File: config.mk
export PLATFORM = sky130hd
export DESIGN_NAME = cell_comm_packet_arbiter
export DESIGN_NICKNAME = d
export VERILOG_FILES = /design/src/rtl/cell_comm_pkg.sv /design/src/rtl/cell_comm_pkt_fifo.sv /design/src/rtl/cell_comm_packet_arbiter.sv
export SDC_FILE = /design/constraint.sdc
export NUM_CORES = 2
export LEC_CHECK = 0
export ABC_CLOCK_PERIOD_IN_PS = 14600
export CORE_ASPECT_RATIO = 1.2
export CORE_UTILIZATION = 37
export CTS_CLUSTER_SIZE = 14
export DETAILED_ROUTE_END_ITERATION = 8
export PLACE_DENSITY = 0.62
export SLEW_MARGIN = 10
export SYNTH_ARGS = -nofsm -noshare
export SYNTH_HDL_FRONTEND = slang
export SYNTH_MEMORY_MAX_BITS = 65536
export SYNTH_SLANG_ARGS = --single-unit
File: constraint.sdc
create_clock -name axisUserClk -period 14.6 [get_ports axisUserClk]
set_clock_uncertainty 0.1 [all_clocks]
set_input_delay 1.46 -clock axisUserClk [delete_from_list [all_inputs] [get_ports axisUserClk]]
set_output_delay 1.46 -clock axisUserClk [all_outputs]
set_load 0.05 [all_outputs]
File: src/rtl/cell_comm_pkg.sv
// Shared definitions for the cell-comm packet arbiter: arbiter FSM encoding and
// elaboration-time limits.
package cell_comm_pkg;

   localparam int DEFAULT_DATA_WIDTH = 32;
   localparam int MAX_NUM_INPUTS     = 8;

   typedef enum logic {
      ST_IDLE = 1'b0,
      ST_SEND = 1'b1
   } arb_state_e;

   function automatic bit num_inputs_ok(input int n);
      return (n >= 1) && (n <= MAX_NUM_INPUTS);
   endfunction

endpackage

File: src/rtl/cell_comm_pkt_fifo.sv
// Per-input packet FIFO: first-word-fall-through RAM with a stored TLAST bit,
// a complete-packet counter and discard of packets longer than the FIFO depth.
module cell_comm_pkt_fifo
   import cell_comm_pkg::*;
#(
   parameter int DATA_WIDTH = DEFAULT_DATA_WIDTH,
   parameter int FIFO_AW    = 5
) (
   input  logic                  clk,
   input  logic                  rst,
   input  logic                  wr_valid_i,
   input  logic                  wr_last_i,
   input  logic [DATA_WIDTH-1:0] wr_data_i,
   output logic                  wr_ready_o,
   input  logic                  rd_pop_i,
   output logic [DATA_WIDTH-1:0] rd_data_o,
   output logic                  rd_last_o,
   output logic                  pkt_avail_o,
   input  logic                  ovf_clear_i,
   output logic                  ovf_flag_o
);

   localparam int DEPTH = 2 ** FIFO_AW;
   localparam logic [FIFO_AW:0] DEPTH_W = (FIFO_AW + 1)'(DEPTH);
   localparam logic [FIFO_AW:0] PTR_ONE = (FIFO_AW + 1)'(1);

   logic [DATA_WIDTH:0] mem_q [DEPTH];
   logic [FIFO_AW:0]    wr_ptr_q, wr_ptr_d, rd_ptr_q;
   logic [FIFO_AW:0]    pkt_start_q, pkt_start_d;
   logic [FIFO_AW:0]    pkt_cnt_q, pkt_cnt_d;
   logic                drop_q, drop_d, ovf_q, ovf_d, en_q;
   logic                full, enter_drop, accept, wr_en, push_last, pop_last;

   // A full FIFO holding no complete packet can only contain an oversize packet.
   assign full       = (wr_ptr_q - rd_ptr_q) == DEPTH_W;
   assign enter_drop = en_q && !drop_q && full && (pkt_cnt_q == '0);
   assign wr_ready_o = en_q && (drop_q || !full);
   assign accept     = wr_valid_i && wr_ready_o;
   assign wr_en      = accept && !drop_q;
   assign push_last  = wr_en && wr_last_i;
   assign pop_last   = rd_pop_i && rd_last_o;

   assign {rd_last_o, rd_data_o} = mem_q[rd_ptr_q[FIFO_AW-1:0]];
   assign pkt_avail_o = (pkt_cnt_q != '0);
   assign ovf_flag_o  = ovf_q;

   always_comb begin
      // NOTE: every variable gets its hold value first so no path can infer a latch.
      wr_ptr_d    = wr_ptr_q;
      pkt_start_d = pkt_start_q;
      drop_d      = drop_q;
      pkt_cnt_d   = pkt_cnt_q;
      ovf_d       = ovf_q;

      if (enter_drop) begin
         wr_ptr_d = pkt_start_q;
         drop_d   = 1'b1;
      end else if (wr_en) begin
         wr_ptr_d = wr_ptr_q + PTR_ONE;
         if (wr_last_i) pkt_start_d = wr_ptr_q + PTR_ONE;
      end else if (drop_q && accept && wr_last_i) begin
         drop_d = 1'b0;
      end

      if (push_last && !pop_last)      pkt_cnt_d = pkt_cnt_q + PTR_ONE;
      else if (!push_last && pop_last) pkt_cnt_d = pkt_cnt_q - PTR_ONE;

      if (enter_drop)       ovf_d = 1'b1;
      else if (ovf_clear_i) ovf_d = 1'b0;
   end

   // NOTE: sequential state uses non-blocking assignments so all registers update together.
   always_ff @(posedge clk or posedge rst) begin
      if (rst) begin
         wr_ptr_q    <= '0;
         rd_ptr_q    <= '0;
         pkt_start_q <= '0;
         pkt_cnt_q   <= '0;
         drop_q      <= 1'b0;
         ovf_q       <= 1'b0;
         en_q        <= 1'b0;
      end else begin
         wr_ptr_q    <= wr_ptr_d;
         pkt_start_q <= pkt_start_d;
         pkt_cnt_q   <= pkt_cnt_d;
         drop_q      <= drop_d;
         ovf_q       <= ovf_d;
         en_q        <= 1'b1;
         if (rd_pop_i) rd_ptr_q <= rd_ptr_q + PTR_ONE;
      end
   end

   // NOTE: the storage array has no reset; pointers alone define which words are valid.
   always_ff @(posedge clk) begin
      if (wr_en) mem_q[wr_ptr_q[FIFO_AW-1:0]] <= {wr_last_i, wr_data_i};
   end

endmodule

File: src/rtl/cell_comm_packet_arbiter.sv
// Packet-mode N:1 AXI-Stream arbiter: per-input packet FIFOs, round-robin grant
// held for a whole packet, merged stream towards one Aurora TX lane.
module cell_comm_packet_arbiter
   import cell_comm_pkg::*;
#(
   parameter int NUM_INPUTS = 4,
   parameter int DATA_WIDTH = DEFAULT_DATA_WIDTH,
   parameter int FIFO_AW    = 5
) (
   input  logic                             axisUserClk,
   input  logic                             axisUserReset,
   input  logic [NUM_INPUTS-1:0]            sAxisTvalid,
   input  logic [NUM_INPUTS-1:0]            sAxisTlast,
   input  logic [NUM_INPUTS*DATA_WIDTH-1:0] sAxisTdata,
   output logic [NUM_INPUTS-1:0]            sAxisTready,
   input  logic [NUM_INPUTS-1:0]            arbSuppress,
   output logic                             mAxisTvalid,
   output logic                             mAxisTlast,
   output logic [DATA_WIDTH-1:0]            mAxisTdata,
   input  logic                             mAxisTready,
   output logic [NUM_INPUTS-1:0]            oversizeFlag,
   input  logic [NUM_INPUTS-1:0]            oversizeClear
);

   localparam int GW = (NUM_INPUTS > 1) ? $clog2(NUM_INPUTS) : 1;

   if (!num_inputs_ok(NUM_INPUTS)) begin : g_bad_num_inputs
      $error("cell_comm_packet_arbiter: NUM_INPUTS must be in 1..8");
   end

   logic [DATA_WIDTH-1:0] head_data [NUM_INPUTS];
   logic [NUM_INPUTS-1:0] head_last, pkt_avail, pop, eligible;
   logic [DATA_WIDTH-1:0] sel_data;
   logic                  sel_last, found;
   logic [GW-1:0]         cand;
   arb_state_e            state_q, state_d;
   logic [GW-1:0]         grant_q, grant_d, last_grant_q, last_grant_d;

   for (genvar g = 0; g < NUM_INPUTS; g++) begin : g_fifo
      cell_comm_pkt_fifo #(
         .DATA_WIDTH (DATA_WIDTH),
         .FIFO_AW    (FIFO_AW)
      ) u_fifo (
         .clk         (axisUserClk),
         .rst         (axisUserReset),
         .wr_valid_i  (sAxisTvalid[g]),
         .wr_last_i   (sAxisTlast[g]),
         .wr_data_i   (sAxisTdata[g*DATA_WIDTH +: DATA_WIDTH]),
         .wr_ready_o  (sAxisTready[g]),
         .rd_pop_i    (pop[g]),
         .rd_data_o   (head_data[g]),
         .rd_last_o   (head_last[g]),
         .pkt_avail_o (pkt_avail[g]),
         .ovf_clear_i (oversizeClear[g]),
         .ovf_flag_o  (oversizeFlag[g])
      );
   end

   assign eligible = pkt_avail & ~arbSuppress;

   always_ff @(posedge axisUserClk or posedge axisUserReset) begin
      if (axisUserReset) begin
         state_q      <= ST_IDLE;
         grant_q      <= '0;
         last_grant_q <= GW'(NUM_INPUTS - 1);
      end else begin
         state_q      <= state_d;
         grant_q      <= grant_d;
         last_grant_q <= last_grant_d;
      end
   end

   always_comb begin
      state_d      = state_q;
      grant_d      = grant_q;
      last_grant_d = last_grant_q;
      pop          = '0;
      found        = 1'b0;
      cand         = '0;
      sel_data     = '0;
      sel_last     = 1'b0;
      mAxisTvalid  = 1'b0;
      mAxisTlast   = 1'b0;
      mAxisTdata   = '0;

      for (int i = 0; i < NUM_INPUTS; i++) begin
         if (grant_q == GW'(i)) begin
            sel_data = head_data[i];
            sel_last = head_last[i];
         end
      end

      case (state_q)
         ST_IDLE: begin
            // Search starts just after the previous winner so every input gets a turn.
            for (int k = 1; k <= NUM_INPUTS; k++) begin
               cand = GW'((int'(last_grant_q) + k) % NUM_INPUTS);
               if (!found && eligible[cand]) begin
                  found   = 1'b1;
                  grant_d = cand;
               end
            end
            if (found) state_d = ST_SEND;
         end
         ST_SEND: begin
            mAxisTvalid = 1'b1;
            mAxisTlast  = sel_last;
            mAxisTdata  = sel_data;
            if (mAxisTready) begin
               pop[grant_q] = 1'b1;
               if (sel_last) begin
                  last_grant_d = grant_q;
                  state_d      = ST_IDLE;
               end
            end
         end
         default: state_d = ST_IDLE;
      endcase
   end

endmodule
==> flow_summary.json <==
{
  "grt_max_degree": 173,
  "synth-seq-cells": 4334,
  "dieArea_um2": 456000,
  "synth-async-reset-ratio_pct": 2.54,
  "avgSynthCellArea_um2": 23.5,
  "layout-drive-gt1-share_pct": 28.7,
  "yosysUniqueCellTypes": 74,
  "overflow": 0,
  "syn2layout_area_growth_pct": 13.7,
  "setup_violations": 0,
  "hold_start": "g_fifo[3].u_fifo.pkt_cnt_q[5]",
  "min_to": "g_fifo[3].u_fifo.pkt_cnt_q[5]",
  "die_h_um": 740,
  "ctsHoldBuffers": 0,
  "yosys_warnings": 0,
  "cts_tree": "yes",
  "dp_hpwl_um": 232000,
  "synthCells": 7130,
  "criticalPathCategory": "flop to primary output",
  "core_area_um2": 451000,
  "drtIter0Drc": 9949,
  "antenna_found_initial": 73,
  "clock_latency_ps": 980,
  "cts_buffers": 431,
  "worst_hold_path.num_cells": 1,
  "gp_congestion": 0.781,
  "rsz0062_at_grt": "no",
  "arrival_ps": 7190,
  "slew_headroom_pct": -0.594,
  "dp.cells": 13100,
  "synth_edf_count": 4224,
  "port-buffer-count": 188,
  "vias": 78700,
  "cts_buffer_depth": 4,
  "grt_use_total_pct": 19.0,
  "outcome": "finished, violations left",
  "grt_pass1_wl_um": 618000,
  "cellPowerDensity_nw_per_um2": 186,
  "antenna_left": 0,
  "irDropWorstVdd_mv": 0.186,
  "post-cts-setup-buffers": 0,
  "cp-end-kind": "primary output",
  "timing.fmax_ghz": 0.114,
  "fin_tns_setup_ps": 0,
  "hold_path.class": "flop to flop",
  "first_global_vias": 81000,
  "firstDrtPassIters": 5,
  "final.fill_count": 38100,
  "post_drt_wl_per_cell_um": 31.7,
  "grt_util_met3_pct": 3.36,
  "start_kind": "flop",
  "power.leakage_nw": 59.1,
  "die_w_um": 617,
  "violations": "slew limit",
  "clk_pin_slew_ps": 60,
  "drv_slew": 15,
  "htree_levels": 5,
  "crit_required_ps": 13040,
  "use_met2_pct": 32.2,
  "busiest_layer": "met2",
  "ys_seq_area_share_pct": 77.2,
  "cp_max_fo": 56,
  "grtUsageMet1_pct": 25.0,
  "maxCapViolCount": 0,
  "worst_pin_slew_ps": 1510,
  "finalHoldViolations": 0,
  "fin_nets": 7749,
  "netlist_area_um2": 168000,
  "reg2reg_from": "g_fifo[0].u_fifo.rd_ptr_q[3]",
  "cts-resized-gates": 0,
  "drt-total-wl_um": 442000,
  "drc": 0,
  "num_rows": 270,
  "r2r_end": "g_fifo[0].u_fifo.pkt_cnt_q[5]",
  "drt-vias-per-instance": 5.66,
  "r2r_slack_ps": 8260,
  "post-route-period-util_pct": 59.9,
  "fin_cells": 13900,
  "cts-root-buf": "clkbuf_16",
  "rr_worst_depth": 20,
  "io_pins": 189,
  "ys.flop_type": "edfxtp_1",
  "clock-sinks": 4334,
  "layout_common_cells": "edfxtp_1 (4,224), mux4_2 (1,313), clkbuf_16 (436)",
  "period_needed_ps": 8750,
  "initial_core_util_pct": 37.2,
  "syn_nets": 7341,
  "layout_commonest_cell": "edfxtp_1"
}
-- per-layer routing --
| metal | vias up | wire [um] | part of all wire, % |
|---|---|---|---|
| met5 | - | 148 | 0.034 |
| met4 | 24 | 14800 | 3.4 |
| met3 | 743 | 34600 | 7.8 |
| met2 | 3418 | 222000 | 50 |
| met1 | 43200 | 170000 | 39 |
| li1 | 31400 | - | - |
-- logic make-up after synthesis --
kind of cell	share of synthesized area, %
AO/OA/AOI/OAI	0.963
flip-flops	77.2
adder cells (fa/ha/maj)	0.495
other	0.00223
AND/OR/NAND/NOR	1.85
multiplexers	18.0
XOR/XNOR	0.376
buffers and inverters	1.13
-- layout make-up --
type | count | area (um^2) | area share (%)
clock inverter | 254 | 1980 | 1.04
sequential | 4334 | 130000 | 67.9
antenna | 21 | 52.6 | 0.0275
inverter | 55 | 225 | 0.118
timing repair buffer | 361 | 3260 | 1.71
tap | 5984 | 7490 | 3.92
multi-input combinational | 2355 | 36900 | 19.3
clock buffer | 548 | 11400 | 5.97
-- how the worst max path moves through the flow --
stage | to | start | cells past startpoint
4_1_cts | mAxisTdata[4] | g_fifo[0].u_fifo.rd_ptr_q[0] | 9
2_1_floorplan | g_fifo[0].u_fifo.mem_q[15][0] | g_fifo[0].u_fifo.rd_ptr_q[1] | 10
5_1_grt | mAxisTdata[1] | g_fifo[0].u_fifo.rd_ptr_q[0] | 9
3_3_place_gp | mAxisTdata[3] | g_fifo[0].u_fifo.rd_ptr_q[0] | 9
3_5_place_dp | mAxisTdata[4] | g_fifo[0].u_fifo.rd_ptr_q[0] | 9
6_report | mAxisTdata[1] | g_fifo[0].u_fifo.rd_ptr_q[0] | 9
-- power by group --
group          switching (mW)  internal [mW]  leakage (nW)  total [mW]
Sequential              0.556           14.1          39.4        14.7
Combinational            5.67           4.62          13.2        10.3
Clock                    4.65           5.96          6.53        10.6
-- per-stage QoR --
| stage | utilization, % | hold WS [ps] | setup WS, ps | power, mW | instance area [um^2] |
|---|---|---|---|---|---|
| after floorplan | - | 342 | 8520 | 21.7 | 168000 |
| after global placement | 39.4 | 356 | 6790 | 25.1 | 177000 |
| after detailed placement | 39.4 | 361 | 6760 | 25.3 | 177000 |
| after CTS | 42.3 | 370 | 5730 | 35.8 | 191000 |
| after global routing | 42.3 | 393 | 5600 | 36.7 | 191000 |
| final | 42.3 | 364 | 5850 | 35.6 | 191000 |
-- worst max-delay path, stage by stage (launching register included) --
cell and delay [ps]:
dfrtp_4 1180, buf_4 650, buf_4 680, mux4_2 360
mux4_2 230, nor2_1 60, nor2_1 660, o22ai_1 350
nor3_1 1010, clkdlybuf4s50_1 990
-- registers in the layout (all words and copies together) (netlist names) --
register / count
g_fifo.u_fifo.mem_q: 4224
g_fifo.u_fifo.pkt_cnt_q: 24
g_fifo.u_fifo.pkt_start_q: 24
g_fifo.u_fifo.rd_ptr_q: 24
g_fifo.u_fifo.wr_ptr_q: 24
g_fifo.u_fifo.drop_q: 4
g_fifo.u_fifo.ovf_flag_o: 4
grant_q: 2
last_grant_q: 2
g_fifo.u_fifo.en_q: 1
state_q: 1
-- cell usage after synthesis, types with 3 or more instances --
master	count	share of area, %
edfxtp_1	4224	76
mux4_2	1313	18
nor2_1	251	0.56
clkbuf_1	204	0.46
buf_2	138	0.41
and3_1	109	0.41
dfrtp_1	108	1.6
nor3_1	65	0.19
nand2_1	61	0.14
ha_1	60	0.45
inv_1	49	0.11
xnor2_1	48	0.25
mux2_2	37	0.25
o221ai_1	34	0.18
o22ai_1	33	0.12
a211oi_1	32	0.14
o21ai_0	31	0.092
and2_1	30	0.11
buf_1	29	0.065
nand3_1	27	0.080
xor2_1	24	0.13
mux2i_1	21	0.13
a21oi_1	18	0.054
a221o_1	14	0.083
a21o_1	13	0.058
nand4_1	11	0.041
nor3b_1	11	0.049
and3b_1	10	0.052
buf_4	10	0.045
nor2b_1	9	0.034
a22oi_1	6	0.027
and2_0	6	0.022
o31a_1	6	0.031
o31ai_1	6	0.027
buf_6	5	0.034
nand2b_1	5	0.019
o21a_1	5	0.022
or2_2	5	0.019
clkinv_1	4	0.0089
fa_1	4	0.048
nor4_1	4	0.015
nor4b_1	4	0.021
o21bai_1	4	0.018
a31oi_1	3	0.011
(Power assumes the default switching activity.)
